$ cat src/rtl/mips_syscall_pkg.sv
// mips_syscall_pkg: shared state encoding, service codes and BCD helpers for syscall_unit
package mips_syscall_pkg;
  typedef enum logic [2:0] {IDLE, CONV, EMIT, CHAR, DONE, HALT} state_t;
  localparam logic [31:0] SVC_PRINT_INT = 32'd1;
  localparam logic [31:0] SVC_EXIT = 32'd10;
  localparam logic [31:0] SVC_PRINT_CHAR = 32'd11;
  localparam logic [31:0] SVC_EXIT2 = 32'd17;
  localparam logic [31:0] SYSCALL_WORD_DEF = 32'h0000000C;
  localparam logic [7:0] ASCII_MINUS = 8'h2D;
  localparam logic [7:0] ASCII_ZERO = 8'h30;
  function automatic logic [39:0] bcd_adjust(input logic [39:0] b);
    logic [39:0] r;
    r = b;
    for (int i = 0; i < 10; i++) r[i*4 +: 4] = (r[i*4 +: 4] > 4'd4) ? r[i*4 +: 4] + 4'd3 : r[i*4 +: 4];
    return r;
  endfunction
  // index of the most significant non-zero digit, 0 when the value is zero
  function automatic logic [3:0] msd_index(input logic [39:0] b);
    logic [3:0] r;
    r = '0;
    for (int i = 0; i < 10; i++) r = (b[i*4 +: 4] != 4'd0) ? 4'(i) : r;
    return r;
  endfunction
endpackage

$ cat src/rtl/bin2bcd_seq.sv
// bin2bcd_seq: 32-bit binary to 10-digit BCD, one double-dabble step per cycle, 32 cycles
module bin2bcd_seq
  import mips_syscall_pkg::*;
(
  input  logic        clk,
  input  logic        rst,
  input  logic        start,
  input  logic [31:0] value,
  output logic        busy,
  output logic        done,
  output logic [39:0] bcd
);
  logic [31:0] sh_q, sh_d;
  logic [39:0] bcd_q, bcd_d;
  logic [4:0] cnt_q, cnt_d;
  logic busy_q, busy_d;
  always_ff @(posedge clk) begin
    if (rst) begin
      sh_q <= '0;
      bcd_q <= '0;
      cnt_q <= '0;
      busy_q <= 1'b0;
    end else begin
      sh_q <= sh_d;
      bcd_q <= bcd_d;
      cnt_q <= cnt_d;
      busy_q <= busy_d;
    end
  end
  always_comb begin
    sh_d = sh_q;
    bcd_d = bcd_q;
    cnt_d = cnt_q;
    busy_d = busy_q;
    if (start) begin
      sh_d = value;
      bcd_d = '0;
      cnt_d = '0;
      busy_d = 1'b1;
    end else if (busy_q) begin
      {bcd_d, sh_d} = {bcd_adjust(bcd_q)[38:0], sh_q, 1'b0};
      cnt_d = cnt_q + 5'd1;
      busy_d = cnt_q != 5'd31;
    end
  end
  assign busy = busy_q;
  assign done = busy_q && cnt_q == 5'd31;
  assign bcd = bcd_q;
endmodule

$ cat src/rtl/syscall_unit.sv
// syscall_unit: services MIPS syscall instructions (print int/char, exit) while stalling the core
module syscall_unit
  import mips_syscall_pkg::*;
#(
  parameter logic [31:0] SYSCALL_WORD = SYSCALL_WORD_DEF,
  parameter int CNT_W = 16
) (
  input  logic             clk,
  input  logic             rst,
  input  logic [31:0]      inst,
  input  logic [31:0]      pc,
  input  logic [31:0]      v0,
  input  logic [31:0]      a0,
  output logic             stall,
  output logic             halted,
  output logic [31:0]      exit_code,
  output logic [31:0]      trap_pc,
  output logic [7:0]       tx_data,
  output logic             tx_valid,
  input  logic             tx_ready,
  output logic             bad_service,
  output logic [CNT_W-1:0] svc_count
);
  state_t state_q, state_d;
  logic [31:0] trap_pc_q, trap_pc_d, exit_code_q, exit_code_d;
  logic [7:0] char_q, char_d;
  logic [CNT_W-1:0] cnt_q, cnt_d;
  logic bad_q, bad_d, minus_q, minus_d, first_q, first_d;
  logic [3:0] idx_q, idx_d, cur_idx, digit;
  logic trig, xfer, bcd_start, bcd_busy, bcd_done;
  logic [39:0] bcd;
  bin2bcd_seq u_bcd (
    .clk(clk), .rst(rst), .start(bcd_start), .value(a0[31] ? -a0 : a0),
    .busy(bcd_busy), .done(bcd_done), .bcd(bcd)
  );
  always_ff @(posedge clk) begin
    if (rst) begin
      state_q <= IDLE;
      trap_pc_q <= '0;
      exit_code_q <= '0;
      char_q <= '0;
      cnt_q <= '0;
      bad_q <= 1'b0;
      minus_q <= 1'b0;
      first_q <= 1'b0;
      idx_q <= '0;
    end else begin
      state_q <= state_d;
      trap_pc_q <= trap_pc_d;
      exit_code_q <= exit_code_d;
      char_q <= char_d;
      cnt_q <= cnt_d;
      bad_q <= bad_d;
      minus_q <= minus_d;
      first_q <= first_d;
      idx_q <= idx_d;
    end
  end
  always_comb begin
    trig = inst == SYSCALL_WORD;
    xfer = tx_valid && tx_ready;
    cur_idx = first_q ? msd_index(bcd) : idx_q;
    bcd_start = state_q == IDLE && trig && v0 == SVC_PRINT_INT;
    state_d = state_q;
    trap_pc_d = trap_pc_q;
    exit_code_d = exit_code_q;
    char_d = char_q;
    bad_d = bad_q;
    minus_d = minus_q;
    first_d = first_q;
    idx_d = idx_q;
    case (state_q)
      IDLE: if (trig) begin
        trap_pc_d = pc;
        char_d = a0[7:0];
        minus_d = a0[31];
        first_d = 1'b1;
        if (v0 == SVC_PRINT_INT) state_d = CONV;
        else if (v0 == SVC_PRINT_CHAR) state_d = CHAR;
        else if (v0 == SVC_EXIT || v0 == SVC_EXIT2) begin
          state_d = HALT;
          exit_code_d = (v0 == SVC_EXIT2) ? a0 : 32'd0;
        end else begin
          state_d = DONE;
          bad_d = 1'b1;
        end
      end
      CONV: if (bcd_done || !bcd_busy) state_d = EMIT;
      EMIT: if (xfer) begin
        if (minus_q) minus_d = 1'b0;
        else if (cur_idx == 4'd0) state_d = DONE;
        else begin
          idx_d = cur_idx - 4'd1;
          first_d = 1'b0;
        end
      end
      CHAR: if (xfer) state_d = DONE;
      DONE: state_d = IDLE;
      HALT: state_d = HALT;
      default: state_d = IDLE;
    endcase
    // both normal completion and exit entry count as one serviced syscall
    cnt_d = (state_d == DONE || (state_d == HALT && state_q != HALT)) ? cnt_q + 1'b1 : cnt_q;
  end
  always_comb begin
    digit = 4'(bcd >> {cur_idx, 2'b00});
    stall = (state_q == IDLE) ? trig : state_q != DONE;
    tx_valid = state_q == EMIT || state_q == CHAR;
    tx_data = (state_q == CHAR) ? char_q :
              (state_q == EMIT) ? (minus_q ? ASCII_MINUS : ASCII_ZERO + {4'h0, digit}) : 8'h00;
    halted = state_q == HALT;
    exit_code = exit_code_q;
    trap_pc = trap_pc_q;
    bad_service = bad_q;
    svc_count = cnt_q;
  end
endmodule

$ cat config.mk
export PLATFORM = sky130hd
export DESIGN_NAME = syscall_unit
export DESIGN_NICKNAME = d
export VERILOG_FILES = /design/src/rtl/mips_syscall_pkg.sv /design/src/rtl/bin2bcd_seq.sv /design/src/rtl/syscall_unit.sv
export SDC_FILE = /design/constraint.sdc
export NUM_CORES = 1
export LEC_CHECK = 0
export CAP_MARGIN = 20
export CORE_UTILIZATION = 54
export CTS_CLUSTER_SIZE = 12
export DETAILED_ROUTE_END_ITERATION = 7
export GPL_TIMING_DRIVEN = 0
export PLACE_DENSITY = 0.94
export SYNTH_ARGS = -nofsm -noshare
export SYNTH_HDL_FRONTEND = slang
export SYNTH_SLANG_ARGS = --single-unit
$ cat constraint.sdc
create_clock -name clk -period 11.3 [get_ports clk]
set_input_delay 1.13 -clock clk [delete_from_list [all_inputs] [get_ports clk]]
set_output_delay 1.13 -clock clk [all_outputs]
set_load 0.01 [all_outputs]
==> results.md <==
Finish:
- The post-synthesis to final-layout area growth is 34.23%.
- The count of antenna diodes in the layout is 0.
- At the end of the flow the core is filled with cells to 75.23%.
- The filler cell count in the final layout is 1029.
- The number of nets at the end of the flow is 1448.
- The multi-input combinational cell area is 5090 um2.
- The flip-flop and latch area is 3523 um2.
- The share of post-route cells with drive strength above 1 is 5.945%.
- The count of non-filler cells in the finished layout is 1528.

Clock network:
- Clock-pin slew was measured on the worst setup and hold paths at 0.08 ns.
- For the worst-skew pair, the clock arrives at the later sink with an insertion delay of 0.44 ns.
- The number of sinks driven by the clock tree is 176.
- The maximum level of the CTS H-tree is 4.
- The setup fix buffers added after clock tree synthesis is 0.
- The number of buffers inserted for hold repair after clock tree synthesis is 0.
- The count of cells resized by post-cts repair is 0.
- No sink is reached through more buffers than the 2 on the longest clock path.
- The clock tree root buffer cell is clkbuf_16.
- Clock tree synthesis inserted a total of 17 buffers.
- TritonCTS built the clock tree.

Min path:
- The classification of the worst-slack hold path is register to register.

Power:
- For this design the total switching power over the nets is 323.9 uW.
- Of the total power, combinational logic draws 7.3%.
- The internal cell power is 994.4 uW.
- The clock network power share is 45.7%.
- The sequential share of power is 47.0%.
- The fraction of power spent switching nets is 24.57%.
- The maximum resistive drop on vdd is 0.1145 mV.
- Summed over all cells, the static leakage comes to 4.060 nW.
- For this design the ratio of total power to cell area is 108.7 nW/um2.

Synth:
- For this run, asynchronously set or reset flops after synthesis account for 0%.
- The number of nets handed over by synthesis was 1207.
- The combined area of all synthesized cells is 9032 um2.
- The fraction of the mapped netlist area in adder cells is 2.493%.
- The count of flip-flops with a built-in enable after synthesis is 0.
- The biggest area contributor in the post-synthesis netlist is dfxtp_1.
- The area fraction in and, or, nand and nor cells after synthesis is 19.13%.
- After synthesis, the netlist uses 65 different library cells.
- The most frequent cell after synthesis is nor2_1.
- Among all flip-flop cells after synthesis, the most frequent one is dfxtp_1.
- The fraction of the mapped netlist area in compound gates is 17.81%.
- Of the total synthesized cell area, the portion taken by XOR and XNOR cells is 5.042%.
- Synthesis inferred 176 register bits.
- The share of the Yosys chip area taken by registers is 39.01%.
- The cell count after synthesis came out at 1058.
- Sorting the synthesized cells by how often they occur yields nor2_1 (187), dfxtp_1 (176), mux2i_1 (97).
- The area share of the largest cell type after synthesis is 39.01%.
- Multiplexer cells account for 11.87% of the synthesized area.
- Yosys printed 0 warnings.
- The main combinational cell family by area after synthesis is simple AND/OR/NAND/NOR gates.
- By area the synthesized netlist is led by dfxtp_1 (39%), mux2i_1 (11%), nor2_1 (7.8%), xnor2_1 (4.3%), a211oi_1 (3.9%).
- The average cell area after synthesis is 8.537 um2.

Placed design:
- The HPWL after detailed placement is 20170 um.
- In this run the tool buffered the top-level ports with 221 buffer cells.
- At the end of routability-driven placement, the weighted congestion stood at 0.9493.
- The cell count after placement is 1495.

Drt:
- In this run the remaining antenna-violating nets after routing total 0.
- The final routed wire length divided by cell count is 18.34 um.
- The first detailed-routing pass took 8 iterations.
- The count of vias placed by the detailed router is 9071.
- After detailed routing, the number of vias per cell comes to 5.937.
- The detailed router finished its first iteration with 782 violations.
- In the routed design, unresolved DRC markers number 0.
- After detailed routing, the total wire length is 28020 um.

Timing:
- The clock arrives with 0.008459 ns of skew.
- Dividing the final minimum period by the clock period gives 48.52%.
- The final number of setup-violating endpoints is 0.
- The final-layout setup total negative slack is 0 ns.
- The final count of pins violating max slew is 0.
- Setup repair after global routing left no endpoint under its margin.
- The worst path in the final design needs a cycle of 5.483 ns, including I/O delays and setup.
- At the pin with the least slew margin, the transition time is 0.8810 ns.
- For this run, the top clock speed supported by timing is 182.4 MHz.
- The final number of hold-violating endpoints is 0.
- Headroom to the max-slew limit came out at 41.27%.

Floorplan:
- The width of the die is 131.3 um.
- The initial standard-cell utilization of the core is 56.05%.
- Pin placement for this block handled 223 I/O pins.
- The die area is 17250 um2.
- The height of the chip is 131.3 um.
- In this run the core area contains 46 standard-cell rows.
- After floorplanning, the core was sized to cover 16120 um2.

Global route:
- The first-pass GRT wire length is 44770 um.
- The largest net degree at the start of global routing is 19.
- For this run the aggregate overflow at the end of global routing stands at 0.
- The number of global-route vias before repair is 8874.
- Global routing used 32.06% of the available tracks.
- The initial antenna violation count is 0.

Worst setup path:
- Of all nets on the critical path, the largest fanout is 10.
- Data arrives at the worst endpoint at 4.35 ns.
- The data required time of the worst path is 10.17 ns.
- The endpoint kind of the worst setup timing path is a primary output.
- The setup path with the least slack is of type register to primary output.
- The critical path startpoint category is a register.

Status:
- The flow ran to the end, and the final reports show no timing, DRC or antenna violations.

Run:
- Max-cap violations in this run came to 0.
-- through the flow --
| step | hold WS, ns | setup WS, ns | cell area, um2 | power (mW) |
|---|---|---|---|---|
| finish | 0.4947 | 5.817 | 12120 | 1.318 |
| global route | 0.5186 | 5.664 | 12120 | 1.346 |
| CTS | 0.4991 | 5.930 | 12120 | 1.313 |
| detailed placement | 0.4757 | 6.375 | 11510 | 0.7272 |
| global placement | 0.4614 | 6.397 | 11510 | 0.7253 |
| floorplan | 0.4491 | 7.671 | 9032 | 0.6637 |
-- placed cells by master (no fill, tap or decap), types with 17 or more instances in the layout --
cell	count
a22oi_1	33
ha_1	18
a211oi_1	47
inv_1	42
mux2i_1	97
clkdlybuf4s50_1	221
clkbuf_16	17
nor2_1	187
o21ai_0	54
a21oi_1	49
dfxtp_1	176
nand2_1	55
nor4_1	17
xnor2_1	44
clkbuf_1	40
nor3_1	20
buf_2	18
-- power groups by stage --
stage	clock network [mW]	registers [mW]	logic [mW]
2_1_floorplan	0	0.634	0.0295
5_1_grt	0.626	0.619	0.101
3_3_place_gp	0	0.634	0.0912
4_1_cts	0.599	0.620	0.0945
6_report	0.602	0.620	0.0963
3_5_place_dp	0	0.634	0.0930
-- metal layers --
layer | vias up | track usage [%] | routed length [um]
met4 | 0 | 14.66 | 1052
met3 | 83 | 6.250 | 2044
met1 | 4283 | 38.52 | 11240
li1 | 4246 | - | -
met5 | - | 0 | 0
met2 | 459 | 55.17 | 13680
-- registers in the layout (all words and copies together), names as in the netlist --
name / flops
trap_pc: 32
idx_q: 4
exit_code: 32
u_bcd.busy: 1
char_q: 8
minus_q: 1
first_q: 1
bad_service: 1
u_bcd.bcd: 40
svc_count: 16
state_q: 3
u_bcd.sh_q: 32
u_bcd.cnt_q: 5
-- path summary, 6_finish.rpt --
| kind | from | end | slack [ns] | cells after the start |
|---|---|---|---|---|
| worst max register to register | u_bcd.bcd[20]$_SDFFE_PP0P_ | svc_count[14]$_SDFFE_PP0P_ | 6.51 | 14 |
| worst min register to register | trap_pc[13]$_SDFFE_PP0P_ | trap_pc[13]$_SDFFE_PP0P_ | 0.49 | 2 |
| worst max-delay path | u_bcd.bcd[20]$_SDFFE_PP0P_ | tx_data[0] | 5.82 | 11 |
| worst min-delay path | trap_pc[13]$_SDFFE_PP0P_ | trap_pc[13]$_SDFFE_PP0P_ | 0.49 | 2 |
-- layout make-up --
cell class,instances,share of cell area (%)
well taps,216,2.229
inverters,44,1.362
multi-input cells,779,41.98
clock buffers,18,3.622
plain buffers,59,2.095
flip-flops and latches,176,29.06
clock inverters,14,1.362
repair buffers,222,18.29
-- cell families (layout without fill, tap and decap cells) --
logic type,after synthesis,after routing
AO/OA/AOI/OAI,240,240
buffers and inverters,103,357
adder cells (fa/ha/maj),18,18
multiplexers,105,105
AND/OR/NAND/NOR,364,364
XOR/XNOR,52,52
flip-flops,176,176
-- critical path, stage by stage (launching register included) --
cell and delay [ns]:
dfxtp_1 0.38, inv_1 0.08, ha_1 0.22, nor3b_1 0.57, o2111ai_1 0.25, a31oi_1 0.65
nor2_2 0.19, buf_2 0.27, mux2i_1 0.25, o221ai_1 0.16, o22ai_1 0.31, clkdlybuf4s50_1 0.60
(Power assumes the default switching activity.)
==> edit, RTL diff (same settings) <==
The parameter `CNT_W` goes from 16 to 20.
--- a/src/rtl/syscall_unit.sv
+++ b/src/rtl/syscall_unit.sv
@@ -4,5 +4,5 @@
 #(
   parameter logic [31:0] SYSCALL_WORD = SYSCALL_WORD_DEF,
-  parameter int CNT_W = 16
+  parameter int CNT_W = 20
 ) (
   input  logic             clk,
Interface: changed (resized svc_count); port bits go from 223 to 227. The function was not compared with the original's and may differ.
==> edit against the unedited design <==
  * Sequential cell count grew 4
  * Sequential share of layout area grew 0.52 points
  * Fmax grew 2.9%
  * Wire length grew 3.3%
  * Worst setup slack gained 0.15 ns
  * Total power shrank 0.19%
  * Final area grew 0.48%
  * Area after synthesis grew 0.65%
==> edit: results <==
power:
  p_leak_nw: 4.02
  ir_drop_mv: 0.115
  internal_power_mw: 1.01
  comb-power_mw: 0.0937
drt:
  viasPerCell: 5.97
  routed_wl_um: 28900
  drt_pass1_iterations: 5
placement:
  dp_slack_ns: 6.52
  placedCellCount: 1499
  place_area_mm2: 0.0116
  port_buffers: 224
final_layout:
  layout.cells.non_filler: 1530
  buffer_area_frac: 0.203
  drive_gt1_frac: 0.0420
  clkCellAreaFrac: 0.0471
sta:
  setup_slack_ns: 5.97
  slew_headroom: 0.260
grt:
  grt_pass1_vias: 8862
  grt_pass1_wl_um: 45900
worst_setup_path:
  cp.arrival_ns: 4.20
  crit_slowest_cell: "clkdlybuf4s50_1"
  crit_family: "simple AND/OR/NAND/NOR gates"
  reg2regPathDepth: 15
logic_synthesis:
  synthesis.nets: 1204
  synth_common_cells: "dfxtp_1 (180), nor2_1 (180), mux2i_1 (106)"
  seq_area_frac_synth: 0.396
  synth_area_leaders: "dfxtp_1 (40%), mux2i_1 (12%), nor2_1 (7.4%), xnor2_1 (4.2%), a22oi_1 (3.1%)"
clocking:
  path_clk_slew_ns: 0.06
outcome:
  run_status: "finished, final reports clean"
[edit: logic make-up after synthesis]
kind of cell / count (synthesis) / share of synthesized area
AOI/OAI and AO/OA: 213 / 0.154
xor gates and xnor gates: 60 / 0.0578
buffers and inverters: 104 / 0.0435
DFF: 180 / 0.396
adders and majority gates: 18 / 0.0248
muxes: 115 / 0.133
and+or+nand+nor: 365 / 0.190
[edit: tightest hold or removal path: cells and delay by family (launching register included)]
family,cells,cell delay (ns)
flip-flops,1,0.33
AND/OR/NAND/NOR,2,0.13
[edit: metal layers]
layer | global-route usage | routed length, um | share of wire | up-vias
met5 | 0 | 0 | 0 | -
met4 | 0.156 | 1060 | 0.037 | 0
met3 | 0.0707 | 2220 | 0.077 | 94
met2 | 0.583 | 14600 | 0.50 | 488
met1 | 0.383 | 11100 | 0.38 | 4314
li1 | - | - | - | 4234
